## config.mk

```make
export PLATFORM = sky130hd
export DESIGN_NAME = vga_timing_detect_module
export DESIGN_NICKNAME = d
export VERILOG_FILES = /design/src/rtl/vga_timing_detect_module.sv
export SDC_FILE = /design/constraint.sdc
export NUM_CORES = 1
export LEC_CHECK = 0
export ABC_AREA = 0
export BUFFER_PORTS_ARGS = -buffer_cell sky130_fd_sc_hd__clkbuf_2
export CAP_MARGIN = 0
export CORE_MARGIN = 2
export CORE_UTILIZATION = 40
export DETAILED_ROUTE_END_ITERATION = 7
export PLACE_DENSITY_LB_ADDON = 0.08
export SLEW_MARGIN = 15
export SYNTH_ARGS = -nofsm -noshare
export SYNTH_HDL_FRONTEND = slang
export SYNTH_SLANG_ARGS = --single-unit
```

## constraint.sdc

```tcl
create_clock -name clk -period 3.35 [get_ports clk]
set_clock_uncertainty 0.1 [all_clocks]
set_input_delay 0.1675 -clock clk [delete_from_list [all_inputs] [get_ports clk]]
set_output_delay 0.1675 -clock clk [all_outputs]
set_load 0.01 [all_outputs]
```

## src/rtl/vga_timing_detect_module.sv

```systemverilog
// Measures VGA sync timing from hsync/vsync, locks onto a stable mode and
// generates data-enable plus pixel coordinates for the active region.
module vga_timing_detect_module #(
    parameter int H_ACT_START = 216,
    parameter int H_ACT       = 800,
    parameter int V_ACT_START = 27,
    parameter int V_ACT       = 600,
    parameter int LOCK_FRAMES = 2
) (
    input  logic        clk,
    input  logic        rst,
    input  logic        hsync_in,
    input  logic        vsync_in,
    output logic [10:0] h_total,
    output logic [10:0] h_sync_width,
    output logic [10:0] v_total,
    output logic [10:0] v_sync_width,
    output logic        locked,
    output logic        active,
    output logic [10:0] column_addr,
    output logic [10:0] row_addr,
    output logic        frame_start
);

    localparam logic [10:0] H_BEG  = 11'(H_ACT_START);
    localparam logic [10:0] H_END  = 11'(H_ACT_START + H_ACT);
    localparam logic [10:0] V_BEG  = 11'(V_ACT_START);
    localparam logic [10:0] V_END  = 11'(V_ACT_START + V_ACT);
    localparam logic [7:0]  LOCK_N = 8'(LOCK_FRAMES);
    localparam logic [10:0] CNT_MAX = 11'h7FF;

    typedef enum logic [1:0] {IDLE, MEASURE, CHECK, LOCKED} state_t;

    logic        hs1, hs2, vs1, vs2;
    logic        h_fall, h_rise, v_fall, v_rise;
    logic [10:0] h_cnt, v_cnt, h_plus, v_plus;
    logic        h_ovf, v_ovf;
    logic [10:0] first_h;
    logic        first_pend, line_err;
    logic [10:0] ht_new;
    logic        last_line_err, frame_bad, tuple_match;
    logic        in_h, in_v;
    state_t      state;
    logic [7:0]  match_cnt;
    logic [10:0] ref_ht, ref_hs, ref_vt, ref_vs;

    assign h_fall = hs2 & ~hs1;
    assign h_rise = ~hs2 & hs1;
    assign v_fall = vs2 & ~vs1;
    assign v_rise = ~vs2 & vs1;
    assign h_plus = h_cnt + 11'd1;
    assign v_plus = v_cnt + 11'd1;

    // Tuple as it will be latched on this edge: with aligned syncs the last
    // line of the frame closes on the same edge as the v fall.
    assign ht_new        = h_fall ? h_plus : h_total;
    assign last_line_err = h_fall && !first_pend && (h_plus != first_h);
    assign frame_bad     = line_err | last_line_err | h_ovf | v_ovf;
    assign tuple_match   = (ht_new == ref_ht) && (h_sync_width == ref_hs) &&
                           (v_plus == ref_vt) && (v_sync_width == ref_vs);

    assign in_h = (h_cnt >= H_BEG) && (h_cnt < H_END);
    assign in_v = (v_cnt >= V_BEG) && (v_cnt < V_END);

    always_ff @(posedge clk) begin
        if (rst) begin
            hs1 <= 1'b0; hs2 <= 1'b0; vs1 <= 1'b0; vs2 <= 1'b0;
            h_cnt <= '0; v_cnt <= '0; h_ovf <= 1'b0; v_ovf <= 1'b0;
            h_total <= '0; h_sync_width <= '0; v_total <= '0; v_sync_width <= '0;
            first_h <= '0; first_pend <= 1'b0; line_err <= 1'b0;
        end else begin
            hs1 <= hsync_in; hs2 <= hs1;
            vs1 <= vsync_in; vs2 <= vs1;

            if (h_fall) begin
                h_cnt   <= '0;
                h_ovf   <= 1'b0;
                h_total <= h_plus;
            end else if (h_cnt == CNT_MAX) begin
                h_ovf <= 1'b1;
            end else begin
                h_cnt <= h_plus;
            end
            if (h_rise)
                h_sync_width <= h_plus;

            if (v_fall) begin
                v_cnt   <= '0;
                v_ovf   <= 1'b0;
                v_total <= v_plus;
            end else if (h_fall) begin
                if (v_cnt == CNT_MAX) v_ovf <= 1'b1;
                else                  v_cnt <= v_plus;
            end
            if (v_rise)
                v_sync_width <= v_plus;

            // First complete line after the v fall is the per-frame reference.
            if (v_fall) begin
                line_err   <= 1'b0;
                first_pend <= 1'b1;
            end else if (h_fall) begin
                if (first_pend) begin
                    first_h    <= h_plus;
                    first_pend <= 1'b0;
                end else if (h_plus != first_h) begin
                    line_err <= 1'b1;
                end
            end
        end
    end

    always_ff @(posedge clk) begin
        if (rst) begin
            state     <= IDLE;
            locked    <= 1'b0;
            match_cnt <= '0;
            ref_ht <= '0; ref_hs <= '0; ref_vt <= '0; ref_vs <= '0;
        end else begin
            case (state)
                IDLE: begin
                    if (v_fall) state <= MEASURE;
                end
                MEASURE: begin
                    if (v_fall) begin
                        state  <= CHECK;
                        ref_ht <= ht_new; ref_hs <= h_sync_width;
                        ref_vt <= v_plus; ref_vs <= v_sync_width;
                    end
                end
                CHECK: begin
                    if (v_fall) begin
                        if (tuple_match && !frame_bad) begin
                            if (match_cnt + 8'd1 >= LOCK_N) begin
                                state     <= LOCKED;
                                locked    <= 1'b1;
                                match_cnt <= '0;
                            end else begin
                                match_cnt <= match_cnt + 8'd1;
                            end
                        end else begin
                            match_cnt <= '0;
                            ref_ht <= ht_new; ref_hs <= h_sync_width;
                            ref_vt <= v_plus; ref_vs <= v_sync_width;
                        end
                    end
                end
                LOCKED: begin
                    if (h_ovf || v_ovf || (v_fall && (!tuple_match || frame_bad))) begin
                        state     <= CHECK;
                        locked    <= 1'b0;
                        match_cnt <= '0;
                        if (v_fall) begin
                            ref_ht <= ht_new; ref_hs <= h_sync_width;
                            ref_vt <= v_plus; ref_vs <= v_sync_width;
                        end
                    end
                end
                default: begin
                    state  <= IDLE;
                    locked <= 1'b0;
                end
            endcase
        end
    end

    always_ff @(posedge clk) begin
        if (rst) begin
            active      <= 1'b0;
            column_addr <= '0;
            row_addr    <= '0;
            frame_start <= 1'b0;
        end else begin
            active      <= locked && in_h && in_v;
            column_addr <= (locked && in_h && in_v) ? h_cnt - H_BEG : '0;
            row_addr    <= (locked && in_h && in_v) ? v_cnt - V_BEG : '0;
            frame_start <= v_fall && locked;
        end
    end

endmodule

```

==> results.md, run 1 <==
* Ys flop type: dfxtp_1
* Die footprint at ~20000 µm²
* Final hold slack at ~0.012 ns
* Critical Path AT at approximately 3.4 ns
* Antenna violations before repair at 0
* I/O Buffers at 72
* Final instance area at 9213 µm²
* Setup TNS at 0 ns
* Wire length of the first global-routing pass at 33820 µm
* Die X at 141.4 µm
* Sequential share of the synthesized area at 43.47%
* Drc violations at 0
* Overall Power at 4.362 mW
* Routability congestion estimate from global placement at 0.8844
* CTS Buf Count at 17
* Leak Pwr at 3.550 nW
* Final net count at 951
* H-tree depth at 4
* Total of max-cap violations at 0
* Initial DRT Pass Iterations at 7
* Final HPWL from detailed placement at 15810 µm
* Internal power at roughly 3.3 mW
* Starting density of the core at between 40% and 50%
* CTS Root Cell: clkbuf_16
* Hold Path Class: input pin to flop
* Final Max Slew Viols at 0
* YS warnings at 0
* Placed Area at 8381 µm²
* Layout Utilization at 49.42%
* Routed len/inst at 18.15 µm
* Main area contributors after synthesis: dfxtp_1 (43%), nor2_1 (6.8%), xor2_1 (4.5%)
* Routed WL at around 22000 µm
* Cell count after synthesis at 852
* Setup CP Type: flop to flop
* IR drop worst, VDD at between 0.0003 and 0.0004 V
* Latest clock arrival within the worst-skew pair at 0.43 ns
* Max clock buf depth at 2
* Most frequent cell after synthesis: dfxtp_1
* Pwr dens at 473.5 nW/µm²
* Sw power at 1.041 mW
* Final period util at 95.07%
* Crit end category: flop
* Ratio of cells with drive above 1 in the final layout at between 20% and 30%
* Combinational Power Share at 6.4%
* Core Region at around 19000 µm²
* Crit path time final at ~3.2 ns
* Final setup vio count at 0
* Worst setup SP type: flop
* GR Overflow Total at 0
* Fmax at ~0.31 GHz
* Initial drt markers at 375
* DR vias at 6411
* Antenna diodes at 0
* Largest net degree at the start of global routing at 68
* Outcome: finished clean
* Post-synth EDFFs at 0
* Normalized max-slew margin at 47.27%
* Cell taking the most area after synthesis: dfxtp_1
* Critical Path RT at 3.52 ns
* GRT Overall Usage at approximately 22%
* Crit path max fanout at 14
* Worst-Margin Slew at ~0.79 ns
* Vias in the first global route at 6216
* Via/cell ratio at 5.396
* Yosys cell types at 67
* Switching Fraction at 23.87%
* IO Pins at 73
* Site row count at 50
* Synth Cell Area at 7552 µm²
* CTS tree: built
* Syn_nets at 862
* Flops & latches, synth at 164
* Synth async-reset ratio at 0%
* Die height at about 140 µm
* Clock slew at reported path FFs at roughly 0.060 ns
* Final Hold Vio Count at 0
* Synth-to-Final Area Change at 21.98%
* Remaining antenna violation count after routing at 0
* Share of the synthesized area in the top cell type at about 43%
* TritonCTS Sinks at 164
* Syn_area_per_cell at ~9 µm²
* Post-synth top cells: dfxtp_1 (164), nor2_1 (136), a211oi_1 (44), nand2_1 (44), xor2_1 (39)
* Sequential power share at 46.6%
* Clock Power Share at a little under half
-- worst max-delay path, cell delays in order (launching register included) --
cell and delay [ns]:
dfxtp_2 0.37, inv_1 0.08, ha_1 0.30, xor2_1 0.17, nor4_1 0.21, o31ai_1 0.14
a2111oi_1 0.52, a31oi_2 0.20, nor4_2 0.17, buf_4 0.18, a31oi_4 0.15, buf_6 0.22
nor2_1 0.16, a211oi_2 0.07
-- per-stage QoR --
stage          setup slack, ns  cells
6_report                0.1652   1188
5_1_grt                -0.1402   1188
4_1_cts                0.01351   1185
3_5_place_dp         0.0002847   1151
3_3_place_gp          -0.03495   1151
2_1_floorplan           0.2134    852
-- placed cells by master (no fill, tap or decap), types with 4 or more instances in the layout --
master,instances
nand3_1,15
a21o_1,5
ha_1,4
a211oi_2,9
a21oi_1,37
a211oi_1,44
dfxtp_1,158
dfxtp_2,6
nor2_1,136
nand2b_1,15
clkbuf_2,71
xor2_1,39
nor2b_1,12
buf_4,53
o31ai_1,5
or3_1,7
o21ai_1,9
xnor2_1,37
or4_1,5
nor3b_1,4
nor4_1,9
nand2_1,44
and2_1,12
mux2i_2,5
a31oi_1,7
o21ai_0,17
inv_1,18
and3_1,7
nor3_1,21
mux2i_1,28
clkbuf_16,19
nand4_1,9
-- path summary, 6_finish.rpt --
check	startpoint	end	slack (ns)	cells past startpoint
hold / removal	rst	frame_start$_SDFF_PP0_	0.01	3
setup / recovery	h_cnt[1]$_SDFFE_PP0P_	ref_vt[2]$_SDFFE_PP0P_	0.17	13
hold reg to reg	h_ovf$_SDFFE_PP0N_	h_ovf$_SDFFE_PP0N_	0.35	2
setup reg to reg	h_cnt[1]$_SDFFE_PP0P_	ref_vt[2]$_SDFFE_PP0P_	0.17	13
-- registers in the layout, indices dropped and copies added, names as in the netlist, 11 cells and up --
name / count
column_addr: 11
first_h: 11
h_cnt: 11
h_sync_width: 11
h_total: 11
ref_hs: 11
ref_ht: 11
ref_vs: 11
ref_vt: 11
row_addr: 11
v_cnt: 11
v_sync_width: 11
v_total: 11
-- kinds of logic (layout without fill, tap and decap cells) --
logic type / after synthesis / after routing / share of synthesized area, %
compound gates: 167 / 167 / 15.87
xor+xnor: 77 / 77 / 9.112
fa+ha+maj: 6 / 6 / 0.9940
buf+inv: 82 / 183 / 4.755
flops: 164 / 164 / 43.47
mux: 36 / 36 / 4.805
simple gates: 320 / 321 / 20.99
-- timing repair --
action                     4_1_cts  5_1_grt
hold buffers                     2        0
setup endpoints to repair       20       54
cloned                           0        3
gates resized for setup          1       30
hold endpoints to repair         2        0
buffers inserted                 0        0
pin swaps                        0       10
-- routing by layer --
metal / routed length [µm] / vias up / global-route usage (%)
met3: 1004 / 30 / 4.792
met4: 425 / 0 / 7.895
li1: - / 3167 / -
met2: 10440 / 149 / 36.38
met5: 0 / - / 0
met1: 9689 / 3065 / 27.59
-- layout make-up --
type | count | area, µm²
fill | 1755 | 9430
multi-input combinational | 607 | 4063
clock buffer | 21 | 460.4
clock inverter | 11 | 148.9
timing repair buffer | 132 | 885.9
tap | 234 | 292.8
sequential | 164 | 3291
inverter | 19 | 71.32
-- power by group through the flow --
stage / combinational, mW / sequential (mW) / clock (mW)
6_report: 0.280 / 2.03 / 2.05
4_1_cts: 0.271 / 2.03 / 2.08
5_1_grt: 0.305 / 2.04 / 2.16
3_3_place_gp: 0.266 / 2.07 / 0
3_5_place_dp: 0.268 / 2.08 / 0
2_1_floorplan: 0.161 / 2.07 / 0
(Power assumes the default switching activity.)
==> run 2, diff against run 1 <==
--- a/config.mk
+++ b/config.mk
@@ -11,6 +11,7 @@
 export CORE_MARGIN = 2
 export CORE_UTILIZATION = 40
 export DETAILED_ROUTE_END_ITERATION = 7
+export HOLD_SLACK_MARGIN = 0.05
 export PLACE_DENSITY_LB_ADDON = 0.08
 export SLEW_MARGIN = 15
 export SYNTH_ARGS = -nofsm -noshare
==> run 2 against run 1 <==
Net effect:
- sequential share of layout area about the same
- global-route usage unchanged
- first-iteration DRC count increased by 3.7%
- hold slack improved by 0.34 ns
- design area increased by 0.11%
==> results.md, run 2 (synthesis results as in run 1) <==
* Core Region at 18640 µm²
* Critical Path RT at around 3.5 ns
* Worst setup SP type: flop
* Largest net degree at the start of global routing at roughly 70
* Critical Path Max Stage Delay at 0.58 ns
* Crit path max fanout at 15
* Crit path time final at 3.165 ns
* DP Worst Slack at 0.0002847 ns
* Overall Power at 4.362 mW
* Clock Power Share at 46.9%
* CP bufs+invs at 3
* IO Pins at 73
* Sw power at ~1.0 mW
* CTS Root Cell: clkbuf_16
* Vias in the first global route at 6222
* Synth-to-Final Area Change at 22.12%
* Fmax at approximately 0.32 GHz
* Remaining antenna violation count after routing at 0
* Die footprint at 20000 µm²
* TritonCTS Sinks at roughly 160
* Routed len/inst at 18.17 µm
* Clock slew at reported path FFs at approximately 0.070 ns
* Worst path slowest cell: or4_1
* Final Hold Vio Count at 0
* Initial drt markers at 389
* GRT Overall Usage at 21.73%
* Metal3 WL at around 940 µm
* R2r startpoint: h_cnt[5]$_SDFFE_PP0P_
* DR vias at 6410
* Worst reg2reg path endpoint: ref_hs[3]$_SDFFE_PP0P_
* Initial DRT Pass Iterations at 5
* Hold-critical path depth at 2
* Placed Area at about 8400 µm²
* Via/cell ratio at approximately 5.4
* CTS tree: built
* Antenna violations before repair at 0
* Metal-1 WL at 9754 µm
* IR drop worst, VDD at 0.0003420 V
* CP cell instances: inv_2 -> or4_1 -> a211oi_1 -> nor4_2 -> nand4_1 -> nor4_2 -> buf_4 -> a31oi_4 -> clkbuf_16 -> mux2i_1 -> nor2_1
* # Post-CTS Setup Buffers at 0
* H-tree depth at 4
* Final instance area at 9223 µm²
* Drc violations at 0
* Final WS setup at 0.1854 ns
* Antenna diodes at 0
* Most used cell, CP: nor4_2
* Worst-Margin Slew at 0.8088 ns
* Max clock buf depth at 2
* Routed WL at 21610 µm
* Die height at approximately 140 µm
* Final period util at 94.47%
* Setup CP Type: flop to flop
* Setup slack, reg-to-reg at 0.19 ns
* Normalized max-slew margin at 46.08%
* Highest Signal Layer: met4
* Switching Fraction at 23.85%
* CTS Buf Count at 17
* Leak Pwr at 3.554 nW
* I/O Buffers at between 70 and 80
* Filler Cell Count at 1754
* Final HPWL from detailed placement at about 16000 µm
* Layout Utilization at 49.47%
* Starting density of the core at 40.51%
* Most frequent cells in the layout: dfxtp_1 (158), nor2_1 (136), clkbuf_2 (71), buf_4 (53)
* Hold Path Class: flop to flop
* Site row count at 50
* Die X at 141.4 µm
* Most common cell after layout, fill and taps aside: dfxtp_1
* Final Max Slew Viols at 0
* Final net count at 952
* WL met2 at 10470 µm
* GR Overflow Total at 0
* Critical Path AT at around 3.4 ns
* Worst setup path endpoint: ref_hs[3]$_SDFFE_PP0P_
* Outcome: finished clean
* Reg2reg path depth at 11
* Internal power at 3.321 mW
* Beginning of the critical path: h_cnt[5]$_SDFFE_PP0P_
* Latest clock arrival within the worst-skew pair at 0.43 ns
* Ratio of cells with drive above 1 in the final layout at between 20 and 25%
* Wire length of the first global-routing pass at 33820 µm
* Crit end category: flop
* Cell depth of the worst setup path at 11
* Total of max-cap violations at 0
* Sequential power share at 46.6%
* Combinational Power Share at 6.5%
* Final setup vio count at 0
* Routability congestion estimate from global placement at ~0.9
* Crit-path leading delay family: simple AND/OR/NAND/NOR gates
* Pwr dens at 472.9 nW/µm²
==> run 2: cell types whose count changed in the layout (fill, tap and decap cells not counted) <==
cell           delta
dlygate4sd3_1     +1
==> run 2: worst min-delay path by stage <==
stage               slack, ns                  to                from
global route             0.37  h_ovf$_SDFFE_PP0N_  h_ovf$_SDFFE_PP0N_
finish                   0.35  h_ovf$_SDFFE_PP0N_  h_ovf$_SDFFE_PP0N_
global placement         0.28      hs1$_SDFF_PP0_            hsync_in
CTS                      0.35  h_ovf$_SDFFE_PP0N_  h_ovf$_SDFFE_PP0N_
floorplan                0.20      hs1$_SDFF_PP0_            hsync_in
detailed placement       0.29      hs1$_SDFF_PP0_            hsync_in
==> run 2: routing by layer <==
layer  vias up  track usage, %
met3        31           4.792
met5         -               0
met2       138           36.38
li1       3166               -
met4         0           7.895
met1      3075           27.59
==> run 2: what timing repair did <==
action | in CTS | in global routing
hold buffers | 3 | 0
gates cloned | 0 | 3
resized for setup | 1 | 30
endpoints found under the setup margin | 20 | 54
pin swaps | 0 | 10
hold endpoints to repair | 3 | 0
==> run 2: power groups by stage <==
stage | clock network [mW] | logic [mW] | registers [mW]
floorplan | 0 | 0.161 | 2.07
global placement | 0 | 0.266 | 2.07
detailed placement | 0 | 0.268 | 2.08
CTS | 2.08 | 0.272 | 2.03
global route | 2.16 | 0.306 | 2.04
finish | 2.05 | 0.282 | 2.03
==> run 2: area by class of cell <==
class                           count  area, µm²  area share [%]
Multi-Input combinational cell    607       4063           44.05
Sequential cell                   164       3291           35.68
Timing Repair Buffer              133      895.9           9.714
Clock buffer                       21      460.4           4.993
Tap cell                          234      292.8           3.175
Clock inverter                     11      148.9           1.614
Inverter                           19      71.32          0.7733
==> run 2: metrics by stage <==
stage                     setup TNS [ns]  hold WS [ns]  cells
after floorplan                        0        0.1957    852
after global placement          -0.03495        0.2797   1151
after detailed placement               0        0.2900   1151
after CTS                              0        0.3519   1186
after global routing              -4.539        0.3724   1189
final                                  0        0.3476   1189
==> run 2: worst register-to-register path, delay by kind of cell (launching register included) <==
family	cells	cell delay [ns]
simple gates	5	0.91
compound gates	2	0.66
buf+inv	3	0.60
flops	1	0.57
mux	1	0.19
